**src/rtl/mem_access_controller_pkg.sv**
```systemverilog
// Shared definitions for the MEM-stage SRAM access controller.
package mem_access_controller_pkg;

  typedef enum logic [1:0] {
    IDLE   = 2'd0,
    ACCESS = 2'd1,
    DONE   = 2'd2
  } state_t;

  localparam logic [31:0] BASE_ADDR_DEFAULT = 32'd1024;

endpackage

```
**src/rtl/mem_wait_counter.sv**
```systemverilog
// Loadable up-counter with a terminal-count flag, paces SRAM wait states.
module mem_wait_counter #(
  parameter int unsigned     WIDTH    = 2,
  parameter logic [WIDTH-1:0] TERMINAL = '0
) (
  input  logic             clk,
  input  logic             rst,
  input  logic             load,
  input  logic [WIDTH-1:0] load_val,
  input  logic             en,
  output logic             tc
);

  logic [WIDTH-1:0] count;

  always_ff @(posedge clk) begin
    if (rst) begin
      count <= '0;
    end else if (load) begin
      count <= load_val;
    end else if (en) begin
      count <= count + 1'b1;
    end
  end

  assign tc = (count == TERMINAL);

endmodule

```
**src/rtl/mem_access_controller.sv**
```systemverilog
// Sequences pipeline loads/stores onto a fixed-wait-state word SRAM and
// freezes the pipeline through ready while an access is in flight.
module mem_access_controller
  import mem_access_controller_pkg::*;
#(
  parameter logic [31:0] BASE_ADDR   = BASE_ADDR_DEFAULT,
  parameter int unsigned WORD_COUNT  = 64,
  parameter int unsigned ADDR_W      = 6,
  parameter int unsigned WAIT_CYCLES = 3
) (
  input  logic              clk,
  input  logic              rst,
  input  logic              MEM_R_EN,
  input  logic              MEM_W_EN,
  input  logic [31:0]       ALU_Res,
  input  logic [31:0]       Val_Rm,
  output logic [31:0]       readData,
  output logic              ready,
  output logic              addrErr,
  output logic [ADDR_W-1:0] sramAddr,
  output logic [31:0]       sramWData,
  output logic              sramWE,
  output logic              sramOE,
  input  logic [31:0]       sramRData
);

  localparam int unsigned CNT_W = $clog2(WAIT_CYCLES + 1);

  state_t      state_q, state_d;
  logic        req;
  logic        is_write_q;
  logic        err_q;
  logic        tc;
  logic        cnt_load;
  logic        cnt_en;
  logic [29:0] word_idx;
  logic        in_range;

  assign req = MEM_R_EN | MEM_W_EN;

  // Wrapped (below-base) offsets land far above WORD_COUNT, so one compare covers both ends.
  assign word_idx = 30'((ALU_Res - BASE_ADDR) >> 2);
  assign in_range = (word_idx < 30'(WORD_COUNT));

  mem_wait_counter #(
    .WIDTH    (CNT_W),
    .TERMINAL (CNT_W'(WAIT_CYCLES - 1))
  ) u_wait_counter (
    .clk      (clk),
    .rst      (rst),
    .load     (cnt_load),
    .load_val ('0),
    .en       (cnt_en),
    .tc       (tc)
  );

  always_ff @(posedge clk) begin
    if (rst) begin
      state_q <= IDLE;
    end else begin
      state_q <= state_d;
    end
  end

  always_comb begin
    state_d  = state_q;
    ready    = 1'b0;
    cnt_load = 1'b0;
    cnt_en   = 1'b0;
    case (state_q)
      IDLE: begin
        ready    = ~req;
        cnt_load = 1'b1;
        if (req) state_d = ACCESS;
      end
      ACCESS: begin
        cnt_en = 1'b1;
        if (tc) state_d = DONE;
      end
      DONE: begin
        ready   = 1'b1;
        state_d = IDLE;
      end
      default: state_d = IDLE;
    endcase
  end

  always_ff @(posedge clk) begin
    if (rst) begin
      readData   <= '0;
      addrErr    <= 1'b0;
      sramAddr   <= '0;
      sramWData  <= '0;
      sramWE     <= 1'b0;
      sramOE     <= 1'b0;
      is_write_q <= 1'b0;
      err_q      <= 1'b0;
    end else begin
      addrErr <= 1'b0;
      case (state_q)
        IDLE: begin
          if (req) begin
            is_write_q <= MEM_W_EN;
            sramAddr   <= word_idx[ADDR_W-1:0];
            sramWData  <= Val_Rm;
            err_q      <= ~in_range;
            sramWE     <= MEM_W_EN & in_range;
            sramOE     <= ~MEM_W_EN & in_range;
          end
        end
        ACCESS: begin
          if (tc) begin
            sramWE  <= 1'b0;
            sramOE  <= 1'b0;
            addrErr <= err_q;
            if (!is_write_q) readData <= err_q ? '0 : sramRData;
          end
        end
        default: ;
      endcase
    end
  end

endmodule
```
**config.mk**
```make
export PLATFORM = sky130hd
export DESIGN_NAME = mem_access_controller
export DESIGN_NICKNAME = d
export VERILOG_FILES = /design/src/rtl/mem_access_controller_pkg.sv /design/src/rtl/mem_wait_counter.sv /design/src/rtl/mem_access_controller.sv
export SDC_FILE = /design/constraint.sdc
export NUM_CORES = 1
export LEC_CHECK = 0
export ABC_CLOCK_PERIOD_IN_PS = 4400
export CAP_MARGIN = 0
export CORE_MARGIN = 2
export CORE_UTILIZATION = 42
export CTS_BUF_LIST = sky130_fd_sc_hd__clkbuf_4
export DETAILED_ROUTE_END_ITERATION = 10
export GPL_TIMING_DRIVEN = 0
export PLACE_DENSITY_LB_ADDON = 0.15
export SLEW_MARGIN = 20
export SYNTH_ARGS = -nofsm -noshare
export SYNTH_HDL_FRONTEND = slang
export SYNTH_HIERARCHICAL = 1
export SYNTH_SLANG_ARGS = --single-unit
```
**constraint.sdc**
```tcl
create_clock -name clk -period 4.4 [get_ports clk]
set_input_delay 1.1 -clock clk [delete_from_list [all_inputs] [get_ports clk]]
set_output_delay 1.1 -clock clk [all_outputs]
set_load 0.005 [all_outputs]
```
==> flow_metrics.tcl, run 1 <==
set metrics [dict create \
    wl_met3_um 835 \
    ys_ff_latch 79 \
    start_util 0.4265 \
    ys_types 31 \
    cp.arrival_ns 2.38 \
    grt_overflow 0 \
    gp_congestion 0.8191 \
    synth_compound_area_frac 0.1397 \
    drtPass1Iterations 4 \
    dr.first_iter.drc_count 59 \
    drc 0 \
    setup_tns_ns 0 \
    clkTransAtPathRegs_ns 0.15 \
    timing.final.max_slew_violations 0 \
    start_kind "primary input" \
    top_layer "met4" \
    drive_above_1_share 0.05725 \
    multi_input_area_mm2 0.001354 \
    path_delay_family "buffers and inverters" \
    yosysSeqAreaShare 0.5195 \
    yosys.area_share.simple 0.2926 \
    grt_pass1_wl_mm 13.65 \
    path_buf_inv 2 \
    cts_root_buf "clkbuf_4" \
    ioPinCount 174 \
    final-seq-area_mm2 0.001582 \
    antenna_found_initial 0 \
    fp.dieH_um 89.14 \
    dp.cells 642 \
    grt_start_max_net_pins 16 \
    cts_resized 0 \
    critPathMaxStageDelay_ns 0.51 \
    clk-insertion-delay-late_ns 0.43 \
    synthAdderAreaFrac 0.004110 \
    slew_headroom 0.6081 \
    hold_class "register to register" \
    wl_met2_mm 4.212 \
    antenna_cells 0 \
    end_kind "output port" \
    ys_async_sr_fraction 0 \
    nets 655 \
    tightest_slew_ns 0.5834 \
    ys.flop_type "dfxtp_1" \
    status "finished clean" \
    dr_total_vias 3138 \
    cts.sinks 79 \
    routed_wl_mm 8.749 \
    hold_violations 0 \
    leakagePower_uw 0.001780 \
    dieWidth_um 89.14 \
    io_buffers 171 \
    reg2reg_slack_ns 2.65 \
    p_total_uw 1540 \
    wl_per_cell_um 13.30 \
    worst_hold_slack_ns 0.4603 \
    rsz0062_at_grt "no" \
    post-cts-setup-buffer-count 0 \
    syn_to_final_growth_pct 65.23 \
    via_per_inst 4.769 \
    grt_pass1_vias 2970 \
    finClkSkew_ns 0.02184 \
    core_mm2 0.007137 \
    min_period_ns 3.481 \
    cts_buffer_depth 2 \
    crit_end "ready" \
    yosys_warnings 6 \
    tritoncts "done" \
    wl_met1_mm 3.553 \
    crit_chain "clkdlybuf4s50_1 > nor2_1 > nor2_1 > nor2_1 > clkdlybuf4s50_1" \
    cp_num_cells 5 \
    path_class "primary input to output port" \
    grt_usage 0.2194 \
    finalNonFillerCells 658 \
    fillers 611 \
    synthCells 371 \
    final-setup-viol-count 0 \
    post-route-util 0.7048 \
    ctsHoldBuffers 0 \
    r2r-start "state_q[0]$_SDFFE_PP0P_" \
    crit_top_cell "nor2_1" \
    startpoint "MEM_W_EN" \
    dp_hpwl_mm 6.747 \
    required_ns 3.30 \
    synth-xor-area-share 0.005754 \
    synthMuxAreaShare 0 \
    syn_avg_cell_area_um2 8.205 \
    max_cap_viol_count 0 \
    ir_drop_mv 0.2004 \
    synth_top_family_by_area "simple AND/OR/NAND/NOR gates" \
    crit_slowest_cell "clkdlybuf4s50_1" \
    syn-cell-area_mm2 0.003044 \
    fmax_mhz 287.3 \
    postRouteAntennaNets 0 \
    synth-edff-count 0 \
    r2r_end "readData[7]$_SDFFE_PP0P_" \
    num_rows 31 \
    power_density_mw_per_mm2 306.1 \
    cp_max_fo 4 \
    dieArea_mm2 0.007945 \
    cts_buffers 9 \
    r2r_cells 7 \
    period_share 0.7911 \
    cts_max_level 3 \
]
cell type report:
| class | count | area share |
|---|---|---|
| buffer | 26 | 0.02090 |
| clock buffer | 9 | 0.01343 |
| clock inverter | 7 | 0.01567 |
| inverter | 2 | 0.001493 |
| multi-input combinational | 265 | 0.2692 |
| sequential | 79 | 0.3144 |
| tap | 99 | 0.02463 |
| timing repair buffer | 171 | 0.3403 |
worst min-delay path by stage:
stage                                  to  depth (start not counted)  slack (ns)                  startpoint
6_report        readData[24]$_SDFFE_PP0P_                          2        0.46   readData[24]$_SDFFE_PP0P_
5_1_grt        sramWData[13]$_SDFFE_PP0P_                          2        0.48  sramWData[13]$_SDFFE_PP0P_
4_1_cts          readData[5]$_SDFFE_PP0P_                          2        0.46    readData[5]$_SDFFE_PP0P_
3_5_place_dp     readData[5]$_SDFFE_PP0P_                          2        0.44    readData[5]$_SDFFE_PP0P_
3_3_place_gp     readData[6]$_SDFFE_PP0P_                          2        0.44    readData[6]$_SDFFE_PP0P_
2_1_floorplan     is_write_q$_SDFFE_PP0P_                          2        0.45     is_write_q$_SDFFE_PP0P_
layout by cell type (no fill, tap or decap), types with 2 or more instances in the layout:
cell type | Yosys | routed
clkdlybuf4s50_1 | 0 | 171
nand2_1 | 115 | 115
dfxtp_1 | 79 | 79
a21oi_1 | 73 | 73
nand3b_1 | 33 | 33
clkbuf_1 | 19 | 19
nor2_1 | 9 | 9
clkbuf_4 | 0 | 9
buf_2 | 6 | 6
nor2b_1 | 4 | 4
nor4_1 | 3 | 3
nor3_2 | 3 | 3
clkinv_4 | 0 | 3
nor3_1 | 2 | 2
or2_2 | 2 | 2
nor3b_1 | 2 | 2
nand4b_1 | 2 | 2
xnor2_1 | 2 | 2
inv_6 | 0 | 2
inv_1 | 2 | 2
conb_1 | 1 | 2
report_power, final:
group / internal [µW] / switching (µW)
Combinational: 186 / 130
Clock: 179 / 266
Sequential: 756 / 21.6
metrics by stage:
step | setup WS, ns | area [µm²]
floorplan | 1.940 | 3048
global placement | 0.9073 | 4883
detailed placement | 0.9109 | 4883
CTS | 0.9055 | 5030
global route | 0.8392 | 5030
finish | 0.9189 | 5030
sequential cells by signal, indices dropped and copies added, names as in the netlist:
register              count
sramWE                    1
sramOE                    1
is_write_q                1
addrErr                   1
sramWData                32
readData                 32
err_q                     1
sramAddr                  6
state_q                   2
u_wait_counter/count      2
tightest hold or removal path, stage by stage, from the launching register on:
cell	delay [ns]
dfxtp_1	0.34
nand2_1	0.05
a21oi_1	0.05
synth_stat cells, drive strengths merged (2+ instances only):
master    n  area (µm²)
nand2   115       431.7
dfxtp    79        1582
a21oi    73       365.4
nand3b   33       247.7
clkbuf   19       71.32
nor2      9       33.78
buf       7       33.78
nor3      5       40.04
nor2b     4       25.02
nor4      3       18.77
and2      2       13.77
inv       2       7.510
nand4b    2       17.52
nor3b     2       15.01
o21ai     2       10.00
or2       2       12.51
xnor2     2       17.52
kinds of logic after synthesis:
| family | Yosys count |
|---|---|
| compound gates | 79 |
| xor+xnor | 2 |
| fa+ha+maj | 1 |
| buf+inv | 28 |
| flops | 79 |
| other cells | 1 |
| simple gates | 181 |
routing by layer:
metal,global-route usage,up-vias
li1,-,1603
met1,0.2487,1408
met2,0.3785,114
met3,0.07572,13
met4,0.08684,0
met5,0,-
Power figures use the tool's default switching activity.
==> run 2, diff against run 1 <==
ABC_CLOCK_PERIOD_IN_PS = 3410   (was 4400)
CORE_UTILIZATION = 39   (was 42)
clock period = 3.41 ns   (was 4.4 ns; I/O delays follow)
==> run 2 against run 1 <==
- first-iteration DRC count is 20% higher
- sequential share of layout area is 0.40 points lower
- worst setup slack worse by 0.54 ns
- hold slack worse by 0.0037 ns
- clock skew is 0.0096 ns lower
- critical endpoint unchanged
- largest power group unchanged
==> flow_metrics.tcl, run 2 (synthesis results as in run 1) <==
set metrics [dict create \
    cts.sinks 79 \
    fp.dieH_um 92.35 \
    dr.first_iter.drc_count 71 \
    crit_slowest_cell "clkdlybuf4s50_1" \
    end_kind "output port" \
    path_delay_family "buffers and inverters" \
    tritoncts "done" \
    tightest_slew_ns 0.6555 \
    final-setup-viol-count 0 \
    ioPinCount 174 \
    grt_usage 0.2046 \
    cts_root_buf "clkbuf_4" \
    syn_to_final_growth_pct 67.37 \
    io_buffers 171 \
    final_common_cell "clkdlybuf4s50_1" \
    dp_hpwl_mm 6.555 \
    wl_per_cell_um 13.03 \
    cts_max_level 3 \
    drtPass1Iterations 4 \
    grt_overflow 0 \
    critPathMaxStageDelay_ns 0.52 \
    gp_congestion 0.7663 \
    power_density_mw_per_mm2 428.8 \
    rsz0062_at_grt "no" \
    postRouteAntennaNets 0 \
    ctsHoldBuffers 0 \
    period_share 0.8900 \
    post-cts-setup-buffer-count 0 \
    cp_max_fo 4 \
    grt_pass1_vias 3046 \
    fmax_mhz 329.5 \
    largestRegisters "readData x32, sramWData x32, sramAddr x6" \
    start_kind "primary input" \
    crit_top_cell "nor2_1" \
    clkTransAtPathRegs_ns 0.13 \
    start_util 0.3981 \
    hold_class "register to register" \
    num_rows 32 \
    core_mm2 0.007647 \
    dieArea_mm2 0.008529 \
    required_ns 2.56 \
    dieWidth_um 92.35 \
    hold_violations 0 \
    ir_drop_mv 0.2656 \
    max_cap_viol_count 0 \
    antenna_cells 0 \
    timing.final.max_slew_violations 0 \
    cts_resized 0 \
    drive_above_1_share 0.05546 \
    routed_wl_mm 8.611 \
    status "finished clean" \
    leakagePower_uw 0.001807 \
    min_period_ns 3.035 \
    mostFrequentLayoutCells "171 x clkdlybuf4s50_1, 115 x nand2_1, 79 x dfxtp_1" \
    finClkSkew_ns 0.01224 \
    crit_chain "clkdlybuf4s50_1 > nor2_1 > nor2_1 > nor2_1 > clkdlybuf4s50_1" \
    grt_pass1_wl_mm 14.06 \
    path_buf_inv 2 \
    cp.arrival_ns 2.18 \
    slew_headroom 0.5596 \
    path_class "primary input to output port" \
    dr_total_vias 3142 \
    drc 0 \
    antenna_found_initial 0 \
    setup_tns_ns 0 \
    worst_hold_slack_ns 0.4566 \
    nets 655 \
    cts_buffer_depth 2 \
    cts_buffers 9 \
    grt_start_max_net_pins 14 \
    via_per_inst 4.753 \
    clk-insertion-delay-late_ns 0.41 \
]
run 2: cell types whose count changed in the layout (fill, tap and decap cells not counted), sizes merged:
| cell | previous run | this run |
|---|---|---|
| bufinv | 1 | 4 |
| clkinv | 4 | 2 |
| inv | 4 | 2 |
| clkbuf | 28 | 29 |
run 2: worst paths after layout:
kind                                                  end                startpoint  cells past startpoint  slack, ns
worst max register to register  readData[12]$_SDFFE_PP0P_   state_q[0]$_SDFFE_PP0P_                      7       1.64
worst max-delay path                                ready                  MEM_W_EN                      5       0.38
worst min-delay path             readData[9]$_SDFFE_PP0P_  readData[9]$_SDFFE_PP0P_                      2       0.46
worst min register to register   readData[9]$_SDFFE_PP0P_  readData[9]$_SDFFE_PP0P_                      2       0.46
run 2: per-layer routing:
| layer | GRT usage | wire (µm) | share of wire |
|---|---|---|---|
| met5 | 0 | 0 | 0 |
| met4 | 0.07338 | 121 | 0.014 |
| met3 | 0.06184 | 702 | 0.082 |
| met2 | 0.3577 | 4166 | 0.48 |
| met1 | 0.2362 | 3621 | 0.42 |
run 2: worst register-to-register path, cell delays in order (launching register included):
cell and delay, ns:
dfxtp_1 0.38, nor2b_1 0.34, nand2_1 0.17, or2_2 0.29
clkbuf_1 0.15, buf_2 0.20, nand2_1 0.09, a21oi_1 0.06
run 2: layout make-up:
| cell class | count | area [µm²] |
|---|---|---|
| inverter | 2 | 7.507 |
| timing repair buffer | 171 | 1712 |
| multi-input combinational | 265 | 1354 |
| sequential | 79 | 1582 |
| buffer | 26 | 105.1 |
| fill | 642 | 2552 |
| clock inverter | 6 | 132.6 |
| clock buffer | 10 | 75.07 |
| tap | 102 | 127.6 |
run 2: report_power, final:
part / switching, µW / internal, µW / total [µW]
logic: 169 / 241 / 410
registers: 27.9 / 976 / 1000
clock network: 319 / 453 / 771
run 2: metrics by stage:
stage                     cell area (µm²)  utilization  setup WS [ns]  instances  power (µW)
after floorplan                      3048            -          1.313        372        1182
after global placement               4887       0.6391         0.4005        645        1427
after detailed placement             4887       0.6391         0.3889        645        1435
after CTS                            5095       0.6662         0.3869        661        2207
after global routing                 5095       0.6662         0.3561        661        2294
final                                5095       0.6662         0.3751        661        2184
==> run 3, diff against run 2 <==
CAP_MARGIN = 5   (was 0)
CORE_ASPECT_RATIO = 1.1   (was default)
==> run 3 against run 2 <==
- hold slack gained 0.0014 ns
- largest power group unchanged
- critical path depth unchanged
- flip-flop and latch count unchanged
- global-route usage up 1.4 points
- clock skew barely moved
- sequential share of layout area up 0.16 points
==> flow_metrics.tcl, run 3 (synthesis results as in run 1) <==
set metrics [dict create \
    antenna_found_initial 0 \
    worst_slack_ns 0.4228 \
    leakagePower_uw 0.001787 \
    postRouteAntennaNets 0 \
    via_per_inst 4.816 \
    gp_congestion 0.8092 \
    final-seq-area_mm2 0.001582 \
    multi_input_area_mm2 0.001354 \
    max_cap_viol_count 0 \
    power_density_mw_per_mm2 415.2 \
    fp.dieH_um 96.66 \
    cts.sinks 79 \
    slew_headroom 0.5726 \
    crit_slowest_cell "clkdlybuf4s50_1" \
    nets 655 \
    wl_per_cell_um 13.41 \
    end_kind "output port" \
    final_common_cell "clkdlybuf4s50_1" \
    path_class "primary input to output port" \
    post-route-util 0.6745 \
    antenna_cells 0 \
    dr_total_vias 3193 \
    hold_violations 0 \
    clk-insertion-delay-late_ns 0.43 \
    critPathMaxStageDelay_ns 0.52 \
    ioPinCount 174 \
    hold_class "register to register" \
    grt_pass1_wl_mm 14.82 \
    setup_tns_ns 0 \
    drc 0 \
    drtPass1Iterations 6 \
    start_util 0.4051 \
    syn_to_final_growth_pct 66.50 \
    io_buffers 171 \
    routed_wl_mm 8.892 \
    grt_start_max_net_pins 14 \
    clkTransAtPathRegs_ns 0.12 \
    min_period_ns 2.987 \
    crit_chain "clkdlybuf4s50_1 > nor2_1 > nor2_1 > nor2_1 > clkdlybuf4s50_1" \
    final-setup-viol-count 0 \
    num_rows 33 \
    grt_overflow 0 \
    post-cts-setup-buffer-count 0 \
    dp_hpwl_mm 6.889 \
    status "finished clean" \
    ctsHoldBuffers 0 \
    fmax_mhz 334.8 \
    cp_max_fo 4 \
    dieWidth_um 88.24 \
    cts_root_buf "clkbuf_4" \
    period_share 0.8760 \
    required_ns 2.56 \
    drive_above_1_share 0.05556 \
    timing.final.max_slew_violations 0 \
    start_kind "primary input" \
    tightest_slew_ns 0.6362 \
    grt_pass1_vias 3271 \
    post-place-ws_ns 0.4209 \
    rsz0062_at_grt "no" \
    finClkSkew_ns 0.01190 \
    fillers 688 \
    dr.first_iter.drc_count 65 \
    cts_buffer_depth 2 \
    dieArea_mm2 0.008529 \
    grt_usage 0.2182 \
    tritoncts "done" \
    ir_drop_mv 0.3386 \
    cts_buffers 9 \
    mostFrequentLayoutCells "171 x clkdlybuf4s50_1, 115 x nand2_1, 79 x dfxtp_1" \
    largestRegisters "readData x32, sramWData x32, sramAddr x6" \
    cp.arrival_ns 2.13 \
    crit_top_cell "nor2_1" \
    cts_resized 0 \
    core_mm2 0.007515 \
    cts_max_level 3 \
]
[run 3: cell count changes in the layout (fill, tap and decap cells not counted)]
cell / before / now
clkinvlp_4: 0 / 2
bufinv_16: 4 / 3
clkbuf_4: 10 / 9
clkinv_1: 1 / 0
clkinv_2: 0 / 1
clkinv_4: 1 / 0
[run 3: metal layers]
metal  up-vias  part of all wire  track usage
met3        18             0.083      0.06741
met5         -                 0            0
met4         0             0.023      0.09674
met1      1453              0.40       0.2492
met2       115              0.49       0.3667
li1       1607                 -            -
[run 3: worst max-delay path: cells and delay by family]
kind | cells | cell delay, ns
buf+inv | 2 | 0.99
simple gates | 3 | 0.29
[run 3: power by group]
part / internal [µW] / total (µW) / switching, µW / leakage, µW
clock: 366 / 691 / 326 / 0.0000880
combinational: 240 / 410 / 169 / 0.00105
sequential: 976 / 1000 / 27.9 / 0.000646
total: 1580 / 2100 / 523 / 0.00179
[run 3: layout make-up]
cell class	instances	share of cell area
clock inverters	6	0.02172
inverters	2	0.001481
multi-input cells	265	0.2671
clock buffers	9	0.01333
repair buffers	171	0.3377
well taps	105	0.02592
flip-flops and latches	79	0.3120
plain buffers	26	0.02074
[run 3: per-stage QoR]
stage                     hold WS [ns]  power, µW  area (µm²)  instances
after floorplan                 0.4450       1182        3048        372
after global placement          0.4370       1428        4891        648
after detailed placement        0.4433       1438        4891        648
after CTS                       0.4604       2129        5069        663
after global routing            0.4794       2212        5069        663
final                           0.4580       2105        5069        663
[run 3: worst paths after layout]
path                        startpoint                         to  slack (ns)  cells past startpoint
min reg2reg  readData[30]$_SDFFE_PP0P_  readData[30]$_SDFFE_PP0P_        0.46                      2
max                           MEM_W_EN                      ready        0.42                      5
max reg2reg    state_q[0]$_SDFFE_PP0P_  readData[13]$_SDFFE_PP0P_        1.56                      6
min          readData[30]$_SDFFE_PP0P_  readData[30]$_SDFFE_PP0P_        0.46                      2
